File: config.mk
export PLATFORM = sky130hd
export DESIGN_NAME = serial_deframer
export DESIGN_NICKNAME = d
export VERILOG_FILES = /design/src/rtl/serial_deframer_pkg.sv /design/src/rtl/serial_deframer_word_fifo2.sv /design/src/rtl/serial_deframer.sv
export SDC_FILE = /design/constraint.sdc
export NUM_CORES = 1
export LEC_CHECK = 0
export CORE_MARGIN = 2
export CORE_UTILIZATION = 30
export DETAILED_ROUTE_END_ITERATION = 10
export DONT_BUFFER_PORTS = 1
export SYNTH_ARGS = -nofsm -noshare
export SYNTH_HDL_FRONTEND = slang
export SYNTH_SLANG_ARGS = --single-unit
File: constraint.sdc
create_clock -name clk -period 2.43 [get_ports clk]
set_input_delay 0.486 -clock clk [delete_from_list [all_inputs] [get_ports clk]]
set_output_delay 0.486 -clock clk [all_outputs]
set_load 0.03 [all_outputs]
File: src/rtl/serial_deframer_pkg.sv
// rtl/serial_deframer_pkg.sv - shared types, defaults and parity helper for serial_deframer
// Contents: deframer_state_e FSM encoding, default parameter values, parity_f even-parity helper.
package serial_deframer_pkg;

  typedef enum logic [1:0] {
    HUNT = 2'd0,
    DATA = 2'd1,
    PAR  = 2'd2
  } deframer_state_e;

  localparam int                    DEF_SYNC_W      = 3;
  localparam logic [DEF_SYNC_W-1:0] DEF_SYNC_PAT    = 3'b111;
  localparam int                    DEF_DATA_W      = 8;
  localparam int                    DEF_FRAME_WORDS = 2;

  // Widest word parity_f accepts; narrower words are zero-extended by the caller.
  localparam int PARITY_MAX_W = 64;

  // Even-parity bit: the value that makes the total count of ones even.
  function automatic logic parity_f(input logic [PARITY_MAX_W-1:0] v);
    return ^v;
  endfunction

endpackage

File: src/rtl/serial_deframer_word_fifo2.sv
// rtl/serial_deframer_word_fifo2.sv - 2-entry synchronous FIFO (word_fifo2) used as a skid buffer
// Ports: clk, rst (sync, active-high); push/data_in/full write side; pop/data_out/empty read side.
// A push while full is accepted only when a pop happens in the same cycle.
module word_fifo2 #(
  parameter int W = 8
) (
  input  logic         clk,
  input  logic         rst,
  input  logic         push,
  input  logic [W-1:0] data_in,
  output logic         full,
  input  logic         pop,
  output logic [W-1:0] data_out,
  output logic         empty
);

  logic [W-1:0] d0;
  logic [W-1:0] d1;
  logic [1:0]   count;
  logic         do_pop;
  logic         do_push;

  assign empty    = (count == 2'd0);
  assign full     = (count == 2'd2);
  assign data_out = d0;
  assign do_pop   = pop && !empty;
  assign do_push  = push && (!full || do_pop);

  // d0 is always the head; entries shift forward on pop.
  always_ff @(posedge clk) begin
    if (rst) begin
      d0    <= '0;
      d1    <= '0;
      count <= 2'd0;
    end else begin
      case ({do_push, do_pop})
        2'b11: begin
          if (count == 2'd1) begin
            d0 <= data_in;
          end else begin
            d0 <= d1;
            d1 <= data_in;
          end
        end
        2'b10: begin
          if (count == 2'd0) d0 <= data_in;
          else               d1 <= data_in;
          count <= count + 2'd1;
        end
        2'b01: begin
          d0    <= d1;
          count <= count - 2'd1;
        end
        default: ;
      endcase
    end
  end

endmodule

File: src/rtl/serial_deframer.sv
// rtl/serial_deframer.sv - sync-hunting serial deframer delivering MSB-first words over valid/ready
// Ports: clk, rst (sync, active-high); in/in_vld serial bit input; out_data/out_vld/out_rdy word output;
// frame_done pulse after the last word of a frame; ovf sticky drop flag;
// par_err pulse on parity mismatch (only when SERIAL_DEFRAMER_PARITY_EN is defined).
// Macro SERIAL_DEFRAMER_PARITY_EN: each word is followed by an even-parity bit checked in PAR.
module serial_deframer
  import serial_deframer_pkg::*;
#(
  parameter int                SYNC_W      = DEF_SYNC_W,
  parameter logic [SYNC_W-1:0] SYNC_PAT    = DEF_SYNC_PAT,
  parameter int                DATA_W      = DEF_DATA_W,
  parameter int                FRAME_WORDS = DEF_FRAME_WORDS
) (
  input  logic              clk,
  input  logic              rst,
  input  logic              in,
  input  logic              in_vld,
  output logic [DATA_W-1:0] out_data,
  output logic              out_vld,
  input  logic              out_rdy,
  output logic              frame_done,
`ifdef SERIAL_DEFRAMER_PARITY_EN
  output logic              par_err,
`endif
  output logic              ovf
);

  localparam int BW = $clog2(DATA_W + 1);

  deframer_state_e   state, state_n;
  logic [SYNC_W-1:0] sync_sr, sync_sr_n;
  logic [DATA_W-1:0] word, word_n;
  logic [BW-1:0]     bit_cnt, bit_cnt_n;
  logic [7:0]        word_cnt, word_cnt_n;
  logic              frame_done_n;
  logic              push;
  logic              word_end;
  logic              fifo_full;
  logic              fifo_empty;
  logic              pop;
`ifdef SERIAL_DEFRAMER_PARITY_EN
  logic              par_err_n;
`endif

  assign out_vld = !fifo_empty;
  assign pop     = out_vld && out_rdy;

  always_ff @(posedge clk) begin
    if (rst) begin
      state      <= HUNT;
      sync_sr    <= '0;
      word       <= '0;
      bit_cnt    <= '0;
      word_cnt   <= '0;
      frame_done <= 1'b0;
      ovf        <= 1'b0;
`ifdef SERIAL_DEFRAMER_PARITY_EN
      par_err    <= 1'b0;
`endif
    end else begin
      state      <= state_n;
      sync_sr    <= sync_sr_n;
      word       <= word_n;
      bit_cnt    <= bit_cnt_n;
      word_cnt   <= word_cnt_n;
      frame_done <= frame_done_n;
      // The serial side cannot stall, so a word with nowhere to go is lost.
      ovf        <= ovf | (push && fifo_full && !pop);
`ifdef SERIAL_DEFRAMER_PARITY_EN
      par_err    <= par_err_n;
`endif
    end
  end

  always_comb begin
    state_n      = state;
    sync_sr_n    = sync_sr;
    word_n       = word;
    bit_cnt_n    = bit_cnt;
    word_cnt_n   = word_cnt;
    frame_done_n = 1'b0;
    push         = 1'b0;
    word_end     = 1'b0;
`ifdef SERIAL_DEFRAMER_PARITY_EN
    par_err_n    = 1'b0;
`endif
    case (state)
      HUNT: begin
        if (in_vld) begin
          sync_sr_n = {sync_sr[SYNC_W-2:0], in};
          if (sync_sr_n == SYNC_PAT) begin
            state_n    = DATA;
            sync_sr_n  = '0;
            bit_cnt_n  = '0;
            word_cnt_n = '0;
          end
        end
      end
      DATA: begin
        if (in_vld) begin
          word_n    = {word[DATA_W-2:0], in};
          bit_cnt_n = bit_cnt + 1'b1;
          if (bit_cnt == BW'(DATA_W - 1)) begin
            bit_cnt_n = '0;
`ifdef SERIAL_DEFRAMER_PARITY_EN
            state_n   = PAR;
`else
            push      = 1'b1;
            word_end  = 1'b1;
`endif
          end
        end
      end
`ifdef SERIAL_DEFRAMER_PARITY_EN
      PAR: begin
        if (in_vld) begin
          // A rejected word still occupies a frame slot.
          word_end = 1'b1;
          if (parity_f(PARITY_MAX_W'(word)) == in) push = 1'b1;
          else                                     par_err_n = 1'b1;
        end
      end
`endif
      default: state_n = HUNT;
    endcase

    if (word_end) begin
      if (word_cnt == 8'(FRAME_WORDS - 1)) begin
        frame_done_n = 1'b1;
        state_n      = HUNT;
        word_cnt_n   = '0;
      end else begin
        word_cnt_n = word_cnt + 8'd1;
        state_n    = DATA;
      end
    end
  end

  // word_n equals word in PAR, so it is the pushed word in both configurations.
  word_fifo2 #(
    .W(DATA_W)
  ) u_fifo (
    .clk      (clk),
    .rst      (rst),
    .push     (push),
    .data_in  (word_n),
    .full     (fifo_full),
    .pop      (pop),
    .data_out (out_data),
    .empty    (fifo_empty)
  );

endmodule

==> metrics.md, run 1 <==
| Metric | Value |
|---|---|
| R2R setup slack | `0.47 ns` |
| Clock period minus worst slack | `1.956 ns` |
| Cell Count Post-Placement | `287` |
| Post-Synthesis Cells | `216` |
| Period utilisation layout | `0.8051` |
| Pwr Density | `739.8 nW/µm²` |
| Synth Area in Adders | `0.03755` |
| Nets | `228` |
| Syn_area_per_cell | `9.257 µm²` |
| CP Class | `flip-flop to flip-flop` |
| Static leakage | `0.7158 nW` |
| Drt drc | `0` |
| Post-CTS sizing | `0` |
| Largest net degree at the start of global routing | `39` |
| Area grow syn2layout | `8.323%` |
| Required @ worst endpoint | `2.60 ns` |
| Post-route core utilization | `0.3391` |
| Final Hold Viols | `0` |
| Post-CTS Setup Bufs | `0` |
| CTS tree | `done` |
| Peak VDD IR | `0.0004706 V` |
| GRT Residual Overflow | `0` |
| Clk_skew | `0.007772 ns` |
| Cell with the most instances after synthesis | `dfxtp_1` |
| Clock transition at path regs | `0.09 ns` |
| First-pass GRT wire length | `6941 µm` |
| Share of cells above drive strength 1 | `0.08716` |
| Synth Area in XOR/XNOR | `0.01314` |
| Worst slew margin | `0.6972` |
| Synth Register Bits | `43` |
| Worst Hold Class | `input port to flip-flop` |
| GRT Overall Usage | `0.1198` |
| Cell Int Power | `1.084 mW` |
| Largest family of logic cells by synthesized area | `simple AND/OR/NAND/NOR gates` |
| CTS max path bufs | `2` |
| Avg WL per Cell | `13.99 µm` |
| Synth Flop Type | `dfxtp_1` |
| Seq/Total Area, Yosys | `0.4305` |
| Critical path fanouts, max | `8` |
| Reg2Reg Depth | `5` |
| Multi-input gate area | `1061 µm²` |
| Synth Area in Compound Gates | `0.1946` |
| Leading area contributor after synthesis | `dfxtp_1` |
| Core area | `6386 µm²` |
| Die Y-Extent | `85.64 µm` |
| Full die area | `7333 µm²` |
| Gate power share | `0.181` |
| Syn Nets | `227` |
| Slew @ Worst Pin | `0.4512 ns` |
| Worst-Skew Late Latency | `0.30 ns` |
| Detailed placement HPWL | `2891 µm` |
| Drt initial violations | `74` |
| Mux cell area share after synthesis | `0.04568` |
| EDFF count, synth | `0` |
| Pre-antenna DRT Iters | `4` |
| Routed via count | `1,594` |
| Final Max Slew Viols | `0` |
| PortBufs | `0` |
| Gpl congestion | `0.7409` |
| Number of global-route vias before repair | `1,401` |
| Share of power burned in registers | `0.512` |
| Endpoints failing setup | `0` |
| P_sw | `0.5179 mW` |
| Yosys cell types | `51` |
| Status | `completed` |
| Boundary Pins | `16` |
| Setup_tns | `0 ns` |
| # rows | `29` |
| Synth area leaders | `dfxtp_1 (43%), nor2_1 (5.6%), mux2i_1 (4.0%)` |
| Total CTS buffers | `5` |
| Worst setup SP type | `flip-flop` |
| Die Width | `85.64 µm` |
| Clock root cell | `clkbuf_8` |
| RSZ-0062 raised after global routing | `no` |
| Fmax | `0.5111 GHz` |
| Clk pwr share | `0.307` |
| Fillers | `643` |
| Register area | `860.8 µm²` |
| Synthesized area | `1999 µm²` |
| Clock sinks | `43` |
| Routed WL | `4128 µm` |
| YS warnings | `0` |
| Switch share | `0.3232` |
| H-tree levels | `2` |
| Synth top area share | `0.4305` |
| CP Data Arrival Time | `2.12 ns` |
| Max-cap viol count | `0` |
| Vias/cell | `5.403` |
| FFs w/ async S/R, synth | `0` |
| Finished Layout Cells | `295` |
| Detail Route Antenna Nets | `0` |
| Starting Density | `0.3131` |
| Hold depth | `1` |
| Nature of the critical path endpoint | `flip-flop` |
| Pwr Total | `1.602 mW` |
| ANT cells | `0` |
| Antenna violations before repair | `0` |
| Commonest cells in the netlist | `dfxtp_1 (43), nor2_1 (30), nand2_1 (12)` |
| Post-CTS Hold Buffers | `0` |
| Simple-gate share of the synthesized area | `0.2397` |
==> kinds of logic (layout without fill, tap and decap cells) <==
| kind of cell | after synthesis | count (layout) |
|---|---|---|
| adders and majority gates | 6 | 6 |
| and+or+nand+nor | 86 | 86 |
| DFF | 43 | 43 |
| xor gates and xnor gates | 3 | 3 |
| buffers and inverters | 15 | 17 |
| AOI/OAI and AO/OA | 54 | 54 |
| muxes | 9 | 9 |
==> state kept, by name, summed over array words and instances, names as in the netlist <==
register	cells
bit_cnt	4
frame_done	1
ovf	1
state	1
sync_sr	2
u_fifo.count	2
u_fifo.d1	8
u_fifo.data_out	8
word	8
word_cnt	8
==> per-layer routing <==
metal,up-vias,track usage,routed length [µm]
li1,809,-,-
met1,740,0.1576,2009
met2,40,0.1790,1841
met3,5,0.03946,211
met4,0,0.05195,66
met5,-,0,0
==> critical path, cell delays in order (launching register included) <==
cell and delay, ns:
dfxtp_1 0.42, ha_1 0.16, or4b_2 0.60, o31ai_1 0.31, a21o_2 0.27, a211oi_1 0.06
==> power groups by stage <==
| stage | clock network, mW | logic [mW] | registers [mW] |
|---|---|---|---|
| detailed placement | 0 | 0.289 | 0.839 |
| CTS | 0.512 | 0.290 | 0.822 |
| global route | 0.549 | 0.330 | 0.827 |
| floorplan | 0 | 0.253 | 0.831 |
| finish | 0.492 | 0.290 | 0.820 |
| global placement | 0 | 0.290 | 0.838 |
==> final cells by class <==
type,count,area share
Clock buffer,6,0.03813
Clock inverter,2,0.007510
Inverter,5,0.008666
Multi-Input combinational cell,158,0.4899
Sequential cell,43,0.3975
Tap cell,77,0.04448
Timing Repair Buffer,4,0.01386
==> final timing paths <==
path,start,to
max,word_cnt[0],word_cnt[1]
min,rst,u_fifo.d1[6]
max reg2reg,word_cnt[0],word_cnt[1]
min reg2reg,u_fifo.d1[0],u_fifo.data_out[0]
==> stage by stage <==
| stage | setup slack [ns] | cell area, µm² | hold slack [ns] |
|---|---|---|---|
| 3_5_place_dp | 0.5034 | 2067 | 0.4814 |
| 2_1_floorplan | 0.6003 | 1999 | 0.4534 |
| 5_1_grt | 0.3246 | 2166 | 0.2151 |
| 3_3_place_gp | 0.5093 | 2067 | 0.4715 |
| 6_report | 0.4735 | 2166 | 0.2446 |
| 4_1_cts | 0.4825 | 2166 | 0.2382 |
==> cell usage in the layout (no fill, tap or decap), drive strengths merged, types with 2 or more instances in the layout <==
| cell | instances |
|---|---|
| inv | 5 |
| nand4b | 2 |
| and4b | 3 |
| a21oi | 10 |
| nor2 | 30 |
| nand2 | 12 |
| clkbuf | 6 |
| nor4 | 2 |
| nor2b | 2 |
| a22oi | 3 |
| nor3b | 2 |
| a41oi | 2 |
| a311o | 2 |
| xnor2 | 2 |
| nand2b | 7 |
| dfxtp | 43 |
| and4 | 2 |
| a211oi | 10 |
| buf | 4 |
| o21ai | 8 |
| a311oi | 7 |
| a21o | 2 |
| ha | 6 |
| nand3 | 10 |
| or3 | 5 |
| and2 | 2 |
| nand4 | 3 |
| mux2i | 8 |
Power figures use the tool's default switching activity.
==> inputs of run 2 (changes only) <==
- ABC_AREA: not set -> 1
- clock period: 2.43 -> 1.9 ns (I/O delays scaled with it)
==> run 2 against run 1 <==
Critical endpoint is now u_fifo.data_out[4]; worst hold slack got worse by 0.11 ns; clock power up 53%; total power is 19% higher; largest cell class unchanged.
==> metrics.md, run 2 <==
| Metric | Value |
|---|---|
| Status | `completed` |
| Fmax | `0.5801 GHz (+13%)` |
| Hold_ws | `0.1320 ns (-0.1126 ns)` |
| Final Max Slew Viols | `0 (unchanged)` |
| Vias/cell | `4.662 (-14%)` |
| Peak VDD IR | `0.0002342 V (-50%)` |
| ANT cells | `0 (unchanged)` |
| Area grow syn2layout | `11.62%` |
| Final Hold Viols | `0 (unchanged)` |
| R2R setup slack | `0.18 ns (-0.30 ns)` |
| Synth Flop Type | `dfxtp_1` |
| Slew @ Worst Pin | `0.4271 ns (-0.02411 ns)` |
| Syn Nets | `331 (+46%)` |
| Reg-to-reg startpoint | `u_fifo.count[0]` |
| Hold depth | `1 (unchanged)` |
| Syn_area_per_cell | `6.862 µm² (-26%)` |
| Clock period minus worst slack | `1.724 ns (-0.2327 ns)` |
| Cell Count Post-Placement | `414 (+44%)` |
| Pwr Total | `1.907 mW (+19%)` |
| Yosys cell types | `27 (-47%)` |
| Setup crit start | `u_fifo.count[0]` |
| Hold Startpoint | `rst` |
| Leading area contributor after synthesis | `dfxtp_1` |
| Required @ worst endpoint | `2.10 ns (-0.50 ns)` |
| FFs w/ async S/R, synth | `0 (unchanged)` |
| Synth Register Bits | `43 (unchanged)` |
| Endpoints failing setup | `0 (unchanged)` |
| Largest net degree at the start of global routing | `24 (-38%)` |
| Pwr Density | `778.2 nW/µm² (+5.2%)` |
| Share of cells above drive strength 1 | `0.09568 (+0.008523)` |
| Drt drc | `0 (unchanged)` |
| Worst r2r dst | `u_fifo.data_out[4]` |
| Final Cell Area | `2451 µm² (+13%)` |
| Hold endpoint | `word_cnt[3]` |
| Nets | `334 (+46%)` |
| Die Width | `89.56 µm (+4.6%)` |
| H-tree levels | `2 (unchanged)` |
| CTS tree | `done` |
| Clock root cell | `clkbuf_8` |
| Reg2Reg Depth | `11 (+6)` |
| GRT Overall Usage | `0.1218 (+0.002066)` |
| Antenna violations before repair | `0 (unchanged)` |
| EDFF count, synth | `0 (unchanged)` |
| Worst slew margin | `0.7150 (+0.01778)` |
| Synth top area share | `0.3920 (-0.03852)` |
| Gpl congestion | `0.7697 (+3.9%)` |
| Setup_tns | `0 ns (unchanged)` |
| Post-Synthesis Cells | `320 (+48%)` |
| Fillers | `758 (+18%)` |
| Critical path fanouts, max | `9 (+1)` |
| Placed Area | `2300 µm² (+11%)` |
| Static leakage | `0.9698 nW (+35%)` |
| Full die area | `8020 µm² (+9.4%)` |
| Drt initial violations | `100 (+35%)` |
| GRT Residual Overflow | `0 (unchanged)` |
| Pre-antenna DRT Iters | `4 (unchanged)` |
| Total CTS buffers | `5 (unchanged)` |
| Period utilisation layout | `0.9072 (+0.1021)` |
| Finished Layout Cells | `423 (+43%)` |
| Seq/Total Area, Yosys | `0.3920 (-0.03852)` |
| Number of global-route vias before repair | `1,692 (+21%)` |
| Die Y-Extent | `89.56 µm (+4.6%)` |
| Nature of the critical path endpoint | `flip-flop` |
| Commonest cells in the netlist | `nand2_1 (63), nor2_1 (47), dfxtp_1 (43), inv_1 (39), a21oi_1 (34)` |
| PortBufs | `0 (unchanged)` |
| Core area | `7176 µm² (+12%)` |
| Clk_skew | `0.01320 ns (+0.005433 ns)` |
| Max-cap viol count | `0 (unchanged)` |
| Cell with the most instances after synthesis | `nand2_1` |
| Worst setup SP type | `flip-flop` |
| Avg WL per Cell | `11.29 µm (-19%)` |
| CP Data Arrival Time | `1.93 ns (-0.19 ns)` |
| Commonest non-fill, non-tap cell in the layout | `nand2_1` |
| # rows | `31 (+6.9%)` |
| Boundary Pins | `16 (unchanged)` |
| Clock sinks | `43 (unchanged)` |
| Routed via count | `1,972 (+24%)` |
| Detail Route Antenna Nets | `0 (unchanged)` |
| Synth area leaders | `dfxtp_1 (39%), nand2_1 (11%), nor2_1 (8.0%)` |
| Routed WL | `4775 µm (+16%)` |
| Most frequent cells in the layout | `nand2_1 (62), nor2_1 (47), dfxtp_1 (43)` |
| Worst Hold Class | `input port to flip-flop` |
| First-pass GRT wire length | `7679 µm (+11%)` |
| Synthesized area | `2196 µm² (+9.8%)` |
| Detailed placement HPWL | `3301 µm (+14%)` |
| RSZ-0062 raised after global routing | `no` |
| CTS max path bufs | `2 (unchanged)` |
| Post-CTS Hold Buffers | `0 (unchanged)` |
| YS warnings | `0 (unchanged)` |
| Worst-Skew Late Latency | `0.30 ns (about the same)` |
| Starting Density | `0.3060 (-0.007072)` |
| CP Class | `flip-flop to flip-flop` |
| Clock transition at path regs | `0.09 ns (about the same)` |
==> run 2: cell types whose count changed in the layout (fill, tap and decap cells not counted), sizes merged, moves of 4 or more <==
cell | before | now
nand2 | 12 | 68
a311oi | 7 | 0
or3 | 5 | 0
nor2 | 30 | 49
inv | 5 | 39
nand4 | 3 | 7
a21oi | 10 | 34
mux2i | 8 | 0
a211oi | 10 | 0
o21ai | 8 | 31
nand3 | 10 | 23
nand2b | 7 | 0
==> run 2: per-layer routing <==
metal,track usage,part of all wire,vias up
met2,0.1992,0.46,30
li1,-,-,1041
met3,0.02493,0.040,8
met1,0.1602,0.48,893
met4,0.03935,0.017,0
met5,0,0,-
==> run 2: repair_timing <==
action	in CTS	in global routing
setup endpoints to repair	0	12
gates resized for setup	0	6
setup buffers	0	0
hold endpoints to repair	0	0
==> run 2: logic make-up (layout without fill, tap and decap cells) <==
logic type,Yosys count,after routing,share of synthesized area
flip-flops,43,43,0.3920
adder cells (fa/ha/maj),6,6,0.03419
AND/OR/NAND/NOR,154,155,0.3208
buffers and inverters,50,53,0.09629
AO/OA/AOI/OAI,67,67,0.1567
==> run 2: worst max-delay path, stage by stage (launching register included) <==
cell and delay (ns):
dfxtp_1 0.37, inv_1 0.07, ha_1 0.24, inv_1 0.09
nand2_2 0.11, buf_4 0.20, inv_1 0.07, o21ai_2 0.10
nand2_2 0.13, nor2_1 0.06, nor2_1 0.13, nor2_1 0.05
==> run 2: area by class of cell <==
type	count	area, µm²	share of cell area
Sequential cell	43	860.8	0.3512
Inverter	39	146.4	0.05972
Clock buffer	6	82.58	0.03369
Clock inverter	2	35.03	0.01429
Tap cell	99	123.9	0.05054
Multi-Input combinational cell	228	1157	0.4722
Timing Repair Buffer	6	45.04	0.01838
==> run 2: worst max-delay path by stage <==
stage	to	slack, ns	depth (start not counted)
6_report	u_fifo.data_out[4]	0.18	11
5_1_grt	u_fifo.data_out[4]	0.04	11
4_1_cts	u_fifo.data_out[4]	0.11	11
3_5_place_dp	u_fifo.data_out[4]	0.13	11
3_3_place_gp	u_fifo.data_out[1]	0.15	11
2_1_floorplan	u_fifo.data_out[6]	0.15	11
==> run 2: report_power, final <==
part	switching (mW)	total, mW	leakage, nW	internal, mW
Sequential	0.0495	0.976	0.347	0.927
Combinational	0.122	0.178	0.561	0.0554
Clock	0.328	0.753	0.0612	0.426
==> run 2: metrics by stage <==
step | setup WS (ns) | utilization
after floorplan | 0.1491 | -
after global placement | 0.1548 | 0.3205
after detailed placement | 0.1283 | 0.3205
after CTS | 0.1133 | 0.3369
after global routing | 0.03990 | 0.3416
final | 0.1762 | 0.3416
